$ cat config.mk
export PLATFORM = sky130hd
export DESIGN_NAME = dma_transfer_engine
export DESIGN_NICKNAME = d
export VERILOG_FILES = /design/src/rtl/dma_transfer_engine.sv
export SDC_FILE = /design/constraint.sdc
export NUM_CORES = 1
export LEC_CHECK = 0
export CELL_PAD_IN_SITES_DETAIL_PLACEMENT = 1
export CELL_PAD_IN_SITES_GLOBAL_PLACEMENT = 1
export CORE_ASPECT_RATIO = 1.5
export CORE_UTILIZATION = 25
export DETAILED_ROUTE_END_ITERATION = 8
export PLACE_DENSITY_LB_ADDON = 0.1
export SETUP_SLACK_MARGIN = 0.1
export SYNTH_ARGS = -nofsm -noshare
export SYNTH_HDL_FRONTEND = slang
export SYNTH_SLANG_ARGS = --single-unit
$ cat constraint.sdc
create_clock -name clk -period 5.3 [get_ports clk]
set_clock_uncertainty 0.1 [all_clocks]
set_input_delay 1.06 -clock clk [delete_from_list [all_inputs] [get_ports clk]]
set_output_delay 1.06 -clock clk [all_outputs]
set_load 0.02 [all_outputs]
$ cat src/rtl/dma_transfer_engine.sv
// Single-descriptor DMA engine: moves data between a DRAM burst bus and the
// GLB SRAM port. Bursts never cross a 4 KB page and are capped at MAX_BURST.
module dma_transfer_engine #(
  parameter int unsigned MAX_BURST = 16,
  parameter int unsigned GLB_AW    = 16
) (
  input  logic              clk,
  input  logic              rst_n,
  input  logic              desc_valid_i,
  output logic              desc_ready_o,
  input  logic [31:0]       desc_addr_i,
  input  logic [31:0]       desc_len_i,
  input  logic [GLB_AW-1:0] desc_glb_addr_i,
  input  logic              desc_dir_i,
  output logic              bus_req_valid_o,
  input  logic              bus_req_ready_i,
  output logic [31:0]       bus_req_addr_o,
  output logic [3:0]        bus_req_len_o,
  output logic              bus_req_write_o,
  input  logic              bus_rdata_valid_i,
  input  logic [31:0]       bus_rdata_i,
  input  logic              bus_rdata_last_i,
  output logic              bus_wdata_valid_o,
  input  logic              bus_wdata_ready_i,
  output logic [31:0]       bus_wdata_o,
  output logic [3:0]        bus_wstrb_o,
  output logic              bus_wlast_o,
  input  logic              bus_wresp_valid_i,
  output logic              glb_en_o,
  output logic              glb_we_o,
  output logic [GLB_AW-1:0] glb_addr_o,
  output logic [31:0]       glb_wdata_o,
  output logic [3:0]        glb_wstrb_o,
  input  logic [31:0]       glb_rdata_i,
  output logic              dma_interrupt_o,
  output logic              busy_o
);

  typedef enum logic [2:0] {
    IDLE, RD_REQ, RD_DATA, WR_REQ, WR_DATA, WR_RESP, DONE
  } state_t;

  state_t            state, state_next;
  logic [31:0]       addr;
  logic [GLB_AW-1:0] glb_ptr;
  logic [30:0]       remaining;
  logic [3:0]        tail_strb;
  logic [4:0]        burst_left;
  logic [4:0]        rd_left;
  logic [31:0]       fifo_mem [2];
  logic              fifo_head;
  logic [1:0]        fifo_cnt;
  logic              inflight;

  logic [10:0]       page_beats;
  logic [30:0]       lim;
  logic [4:0]        req_beats;
  logic [4:0]        req_len_m1;
  logic              last_desc_beat;
  logic              glb_rd;
  logic              wr_pop;
  logic              fifo_push;
  logic              fifo_pop;
  logic [3:0]        len_tail;

  // bus_rdata_last_i is informational; beat counting decides burst end
  logic unused;
  assign unused = ^{bus_rdata_last_i, desc_addr_i[1:0]};

  // Burst size: min of cap, remaining beats, and beats left in the 4 KB page
  always_comb begin
    page_beats = 11'd1024 - {1'b0, addr[11:2]};
    lim        = 31'(MAX_BURST);
    if (remaining < lim) lim = remaining;
    if ({20'd0, page_beats} < lim) lim = {20'd0, page_beats};
    req_beats  = lim[4:0];
    req_len_m1 = req_beats - 5'd1;
  end

  // Strobe for the final beat of a descriptor
  always_comb begin
    case (desc_len_i[1:0])
      2'd1:    len_tail = 4'b0001;
      2'd2:    len_tail = 4'b0011;
      2'd3:    len_tail = 4'b0111;
      default: len_tail = 4'b1111;
    endcase
  end

  // State register
  always_ff @(posedge clk) begin
    if (!rst_n) state <= IDLE;
    else        state <= state_next;
  end

  // Next-state and output decode
  always_comb begin
    state_next        = state;
    desc_ready_o      = 1'b0;
    busy_o            = 1'b1;
    bus_req_valid_o   = 1'b0;
    bus_req_addr_o    = '0;
    bus_req_len_o     = '0;
    bus_req_write_o   = 1'b0;
    bus_wdata_valid_o = 1'b0;
    bus_wdata_o       = '0;
    bus_wstrb_o       = '0;
    bus_wlast_o       = 1'b0;
    glb_en_o          = 1'b0;
    glb_we_o          = 1'b0;
    glb_addr_o        = '0;
    glb_wdata_o       = '0;
    glb_wstrb_o       = '0;
    dma_interrupt_o   = 1'b0;
    glb_rd            = 1'b0;
    wr_pop            = 1'b0;
    last_desc_beat    = (remaining == '0) && (burst_left == 5'd1);
    case (state)
      IDLE: begin
        desc_ready_o = 1'b1;
        busy_o       = 1'b0;
        if (desc_valid_i) begin
          if (desc_len_i == '0) state_next = DONE;
          else                  state_next = desc_dir_i ? WR_REQ : RD_REQ;
        end
      end
      RD_REQ, WR_REQ: begin
        bus_req_valid_o = 1'b1;
        bus_req_addr_o  = addr;
        bus_req_len_o   = req_len_m1[3:0];
        bus_req_write_o = (state == WR_REQ);
        if (bus_req_ready_i) state_next = (state == WR_REQ) ? WR_DATA : RD_DATA;
      end
      RD_DATA: begin
        if (bus_rdata_valid_i) begin
          glb_en_o    = 1'b1;
          glb_we_o    = 1'b1;
          glb_addr_o  = glb_ptr;
          glb_wdata_o = bus_rdata_i;
          glb_wstrb_o = last_desc_beat ? tail_strb : 4'hF;
          if (burst_left == 5'd1) state_next = (remaining == '0) ? DONE : RD_REQ;
        end
      end
      WR_DATA: begin
        if (({1'b0, fifo_cnt} + {2'b00, inflight} < 3'd2) && (rd_left != '0)) begin
          glb_rd     = 1'b1;
          glb_en_o   = 1'b1;
          glb_addr_o = glb_ptr;
        end
        // Read data arriving this cycle bypasses an empty FIFO
        if ((fifo_cnt != '0) || inflight) begin
          bus_wdata_valid_o = 1'b1;
          bus_wdata_o       = (fifo_cnt != '0) ? fifo_mem[fifo_head] : glb_rdata_i;
          bus_wstrb_o       = last_desc_beat ? tail_strb : 4'hF;
          bus_wlast_o       = (burst_left == 5'd1);
        end
        wr_pop = bus_wdata_valid_o && bus_wdata_ready_i;
        if (wr_pop && (burst_left == 5'd1)) state_next = WR_RESP;
      end
      WR_RESP: begin
        if (bus_wresp_valid_i) state_next = (remaining == '0) ? DONE : WR_REQ;
      end
      DONE: begin
        dma_interrupt_o = 1'b1;
        state_next      = IDLE;
      end
      default: state_next = IDLE;
    endcase
  end

  // Descriptor, address, pointer and beat counters
  always_ff @(posedge clk) begin
    if (!rst_n) begin
      addr       <= '0;
      glb_ptr    <= '0;
      remaining  <= '0;
      tail_strb  <= '0;
      burst_left <= '0;
      rd_left    <= '0;
    end else begin
      case (state)
        IDLE: begin
          if (desc_valid_i) begin
            addr      <= {desc_addr_i[31:2], 2'b00};
            glb_ptr   <= desc_glb_addr_i;
            remaining <= {1'b0, desc_len_i[31:2]} + {30'd0, |desc_len_i[1:0]};
            tail_strb <= len_tail;
          end
        end
        RD_REQ, WR_REQ: begin
          if (bus_req_ready_i) begin
            addr       <= addr + {25'd0, req_beats, 2'b00};
            remaining  <= remaining - {26'd0, req_beats};
            burst_left <= req_beats;
            rd_left    <= req_beats;
          end
        end
        RD_DATA: begin
          if (bus_rdata_valid_i) begin
            glb_ptr    <= glb_ptr + GLB_AW'(1);
            burst_left <= burst_left - 5'd1;
          end
        end
        WR_DATA: begin
          if (glb_rd) begin
            glb_ptr <= glb_ptr + GLB_AW'(1);
            rd_left <= rd_left - 5'd1;
          end
          if (wr_pop) burst_left <= burst_left - 5'd1;
        end
        default: ;
      endcase
    end
  end

  assign fifo_push = inflight && !(wr_pop && (fifo_cnt == '0));
  assign fifo_pop  = wr_pop && (fifo_cnt != '0);

  // Two-entry write prefetch FIFO fed by one-cycle GLB reads
  always_ff @(posedge clk) begin
    if (!rst_n) begin
      inflight  <= 1'b0;
      fifo_head <= 1'b0;
      fifo_cnt  <= '0;
      for (int unsigned i = 0; i < 2; i++) fifo_mem[i] <= '0;
    end else begin
      inflight <= glb_rd;
      if (fifo_push) fifo_mem[fifo_head ^ fifo_cnt[0]] <= glb_rdata_i;
      if (fifo_pop)  fifo_head <= ~fifo_head;
      case ({fifo_push, fifo_pop})
        2'b10:   fifo_cnt <= fifo_cnt + 2'd1;
        2'b01:   fifo_cnt <= fifo_cnt - 2'd1;
        default: fifo_cnt <= fifo_cnt;
      endcase
    end
  end

endmodule

==> metrics.yaml, run 1 <==
global_routing:
  antenna_found_initial: 2
  grt_pass1_wl_mm: 71.24
  grt-ovfl-total: 0
  grt_use_total: 0.1963
  top_usage_layer: "met2"
  grt_pass1_vias: 12760
  use_met2: 0.3777
  grt_use_met1: 0.2093
  grt_max_degree: 68
  use_met3: 0.02887
power:
  vdd_drop_max_uv: 284.2
  leakagePower_uw: 0.005924
  p_per_area_mw_per_mm2: 533.8
worst_setup_path:
  cpMaxStageDelayCell: "a2111o_1"
  worstPathCellList: "or3_4 -> or3_4 -> nor3_4 -> buf_6 -> nand2_4 -> ha_4 -> a2111o_1 -> a211o_1 -> a211o_1 -> nand3_2 -> nand2_4 -> buf_6 -> nor3_4 -> xnor2_2 -> nor2_1 -> buf_4"
  reg2reg_depth: 19
  ff2ff_setup_slack_ps: 270
  critPathMaxStageDelay_ps: 400
  r2r_start: "remaining[5]"
  r2r_end: "remaining[10]"
  critical-path-top-delay-family: "simple AND/OR/NAND/NOR gates"
  crit_buf_inv: 3
  startpoint_type: "flip-flop"
  crit_path_max_fanout: 4
  required_ps: 4140
  cp-end-kind: "output pin"
  crit_type: "flip-flop to output pin"
  arrival_ps: 4140
timing:
  finalMaxSlewViolations: 0
  slew_headroom: 0.2677
  period_minus_slack_ps: 5300
  fin_crit_sh: 1.000
  worstMarginPinSlew_ps: 1098
  rsz0062_at_grt: "true"
  hold_viol_final: 0
  setup_violations: 1
  finalWorstSetupSlack_ps: -0.2296
  max_freq_ghz: 0.1887
clock_tree:
  cts_hold_buf: 0
  cts-root-buf: "clkbuf_16"
  htreeDepth: 4
  cts.clk_slew.worst_paths_ps: 70
  clock_latency_ps: 470
  cts_tree: "yes"
  numCtsBuffers: 17
  clock_sinks: 163
  cts_buffer_depth: 2
die:
  die_w_um: 177.8
  ios: 286
  core_area_mm2: 0.04576
  die_y_um: 265.7
  start_util: 0.2532
  num_rows: 96
  die_area_mm2: 0.04723
place:
  numPortBuffers: 280
  dp_hpwl_mm: 34.11
  gp_routability_congestion: 0.8231
  dpl_cell_area_mm2: 0.01536
  preCtsSetupSlack_ps: -35.34
synth:
  ys_seq_elements: 163
  synth_ff_type: "dfxtp_1"
  synth-edff-count: 64
  async_flop_share: 0
  yosysUniqueCellTypes: 91
  syn_inst: 1423
  yosysSeqAreaShare: 0.3369
  netlist_area_mm2: 0.01159
  syn_avg_cell_area_um2: 8.142
  ys_warn_count: 0
hold_path:
  holdPathStages: 2
  whs_endpoint: "tail_strb[3]"
  hp-class: "flip-flop to flip-flop"
  min_from: "tail_strb[3]"
routing:
  drc: 0
  drt-initial-drc-count: 419
  vias: 12070
  wl_per_cell_um: 20.05
  ant_nets: 0
  totalWireLength_mm: 46.39
  drt_pass1_iterations: 4
  viasPerCell: 5.216
finish:
  drive_gt1_frac: 0.1241
  areaGrowthSynthToFinish_pct: 40.39
  fill_cells: 5329
  fin_nets: 1888
  final_util: 0.3554
  fin_area_mm2: 0.01627
  ff_latch_area_mm2: 0.003908
  multi_input_area_mm2: 0.007363
run_status:
  status: "complete, but fails checks"
  violations: "setup timing"
job:
  cap_violations: 0
[stage by stage]
step	cells	setup TNS, ps	power (uW)	hold slack [ps]
floorplan	1429	0	5035	336.7
global placement	2268	-8.470	7027	344.4
detailed placement	2268	-67.69	7102	357.9
CTS	2307	-0.1297	8645	368.1
global route	2313	-268.2	9337	403.3
finish	2314	-0.2296	8683	368.7
[placed cells by master (no fill, tap or decap), types with 21 or more instances in the layout]
| cell type | count |
|---|---|
| clkdlybuf4s50_1 | 275 |
| nor2_1 | 139 |
| and2_1 | 110 |
| nand2_1 | 109 |
| dfxtp_1 | 96 |
| buf_4 | 90 |
| o21ai_0 | 66 |
| a21oi_1 | 65 |
| edfxtp_1 | 64 |
| and3_1 | 61 |
| a211oi_1 | 53 |
| nand3_1 | 52 |
| mux2i_1 | 43 |
| nor3_1 | 40 |
| inv_1 | 30 |
| xnor2_1 | 24 |
| a31oi_1 | 24 |
| xor2_1 | 22 |
| ha_1 | 22 |
| nor2b_1 | 21 |
[per-layer routing]
layer,wire length (um),share of wire,vias to the layer above
li1,-,-,5798
met2,24850,0.54,278
met4,1473,0.032,0
met3,1758,0.038,62
met1,18310,0.39,5932
met5,0,0,-
[state kept, by name, indices dropped and copies added, names as in the netlist, named ones only]
signal	flops
fifo_cnt	2
tail_strb	4
rd_left	5
burst_left	5
remaining	31
glb_ptr	16
fifo_mem	64
state	3
addr	30
inflight	1
fifo_head	1
[Yosys cell counts (8+ instances only)]
master    instances  area (um2)
nor2_1          141       529.3
nand2_1         114       427.9
and2_1          110       688.2
dfxtp_1          99        1982
clkbuf_1         90       337.8
o21ai_0          70       350.3
a21oi_1          65       325.3
edfxtp_1         64        1922
and3_1           61       381.6
nand3_1          55       275.3
a211oi_1         54       405.4
mux2i_1          43       430.4
nor3_1           43       215.2
inv_1            32       120.1
a31oi_1          25       156.4
xnor2_1          25       219.0
ha_1             24       300.3
nor2b_1          22       137.6
xor2_1           22       192.7
nor4_1           18       112.6
nand4_1          14       87.58
a311oi_1         13       113.9
buf_1            12       45.04
o211ai_1         12       90.09
o22ai_1          11       68.82
nand2b_1         10       62.56
a22oi_1           8       60.06
or2_2             8       50.05
[cells by family after synthesis]
| logic type | after synthesis | synth area share |
|---|---|---|
| xor+xnor | 47 | 0.03553 |
| other cells | 2 | 0.0006482 |
| mux | 44 | 0.03812 |
| fa+ha+maj | 24 | 0.02592 |
| simple gates | 640 | 0.2887 |
| compound gates | 361 | 0.2262 |
| buf+inv | 142 | 0.04795 |
| flops | 163 | 0.3369 |
[cell type report]
type                       instances  area share
clock buffer                      17     0.02615
inverter                          32    0.007385
sequential                       163      0.2402
timing repair buffer             373      0.2161
antenna                            2   0.0003077
clock inverter                    15     0.01192
tap                              588     0.04523
multi-input combinational       1124      0.4527
[what timing repair did]
item                       4_1_cts  5_1_grt
pin swaps                       15       12
gates resized for setup         30       21
setup endpoints to repair       19       28
buffers inserted                 7        6
cloned                           0        0
[report_power, final]
| group | internal (uW) | switching [uW] | total [uW] |
|---|---|---|---|
| logic | 2290 | 3240 | 5530 |
| registers | 1550 | 281 | 1830 |
| clock network | 645 | 673 | 1320 |
[worst max-delay path by stage]
stage | startpoint | to | slack, ps | cells after the start
after floorplan | remaining[5] | remaining[28] | 200 | 19
after global placement | remaining[5] | bus_req_len_o[1] | -8 | 14
after detailed placement | remaining[5] | remaining[28] | -40 | 19
after CTS | remaining[6] | bus_req_len_o[3] | -0.1 | 17
after global routing | remaining[5] | bus_req_len_o[3] | -160 | 17
final | remaining[5] | bus_req_len_o[3] | -0.2 | 16
[worst register-to-register path, delay by kind of cell, from the launching register on]
kind	cells	cell delay [ps]
DFF	1	330
AOI/OAI and AO/OA	7	1700
adders and majority gates	2	380
and+or+nand+nor	6	1720
muxes	1	270
buffers and inverters	3	490
Power figures use the tool's default switching activity.
==> run 2: changes to the inputs <==
--- a/config.mk
+++ b/config.mk
@@ -10,6 +10,7 @@
 export CORE_ASPECT_RATIO = 1.5
 export CORE_UTILIZATION = 25
 export DETAILED_ROUTE_END_ITERATION = 8
+export GPL_ROUTABILITY_DRIVEN = 0
 export PLACE_DENSITY_LB_ADDON = 0.1
 export SETUP_SLACK_MARGIN = 0.1
 export SYNTH_ARGS = -nofsm -noshare
==> results of run 2 <==
No change in the layout: final DEF, timing and power equal those of run 1.
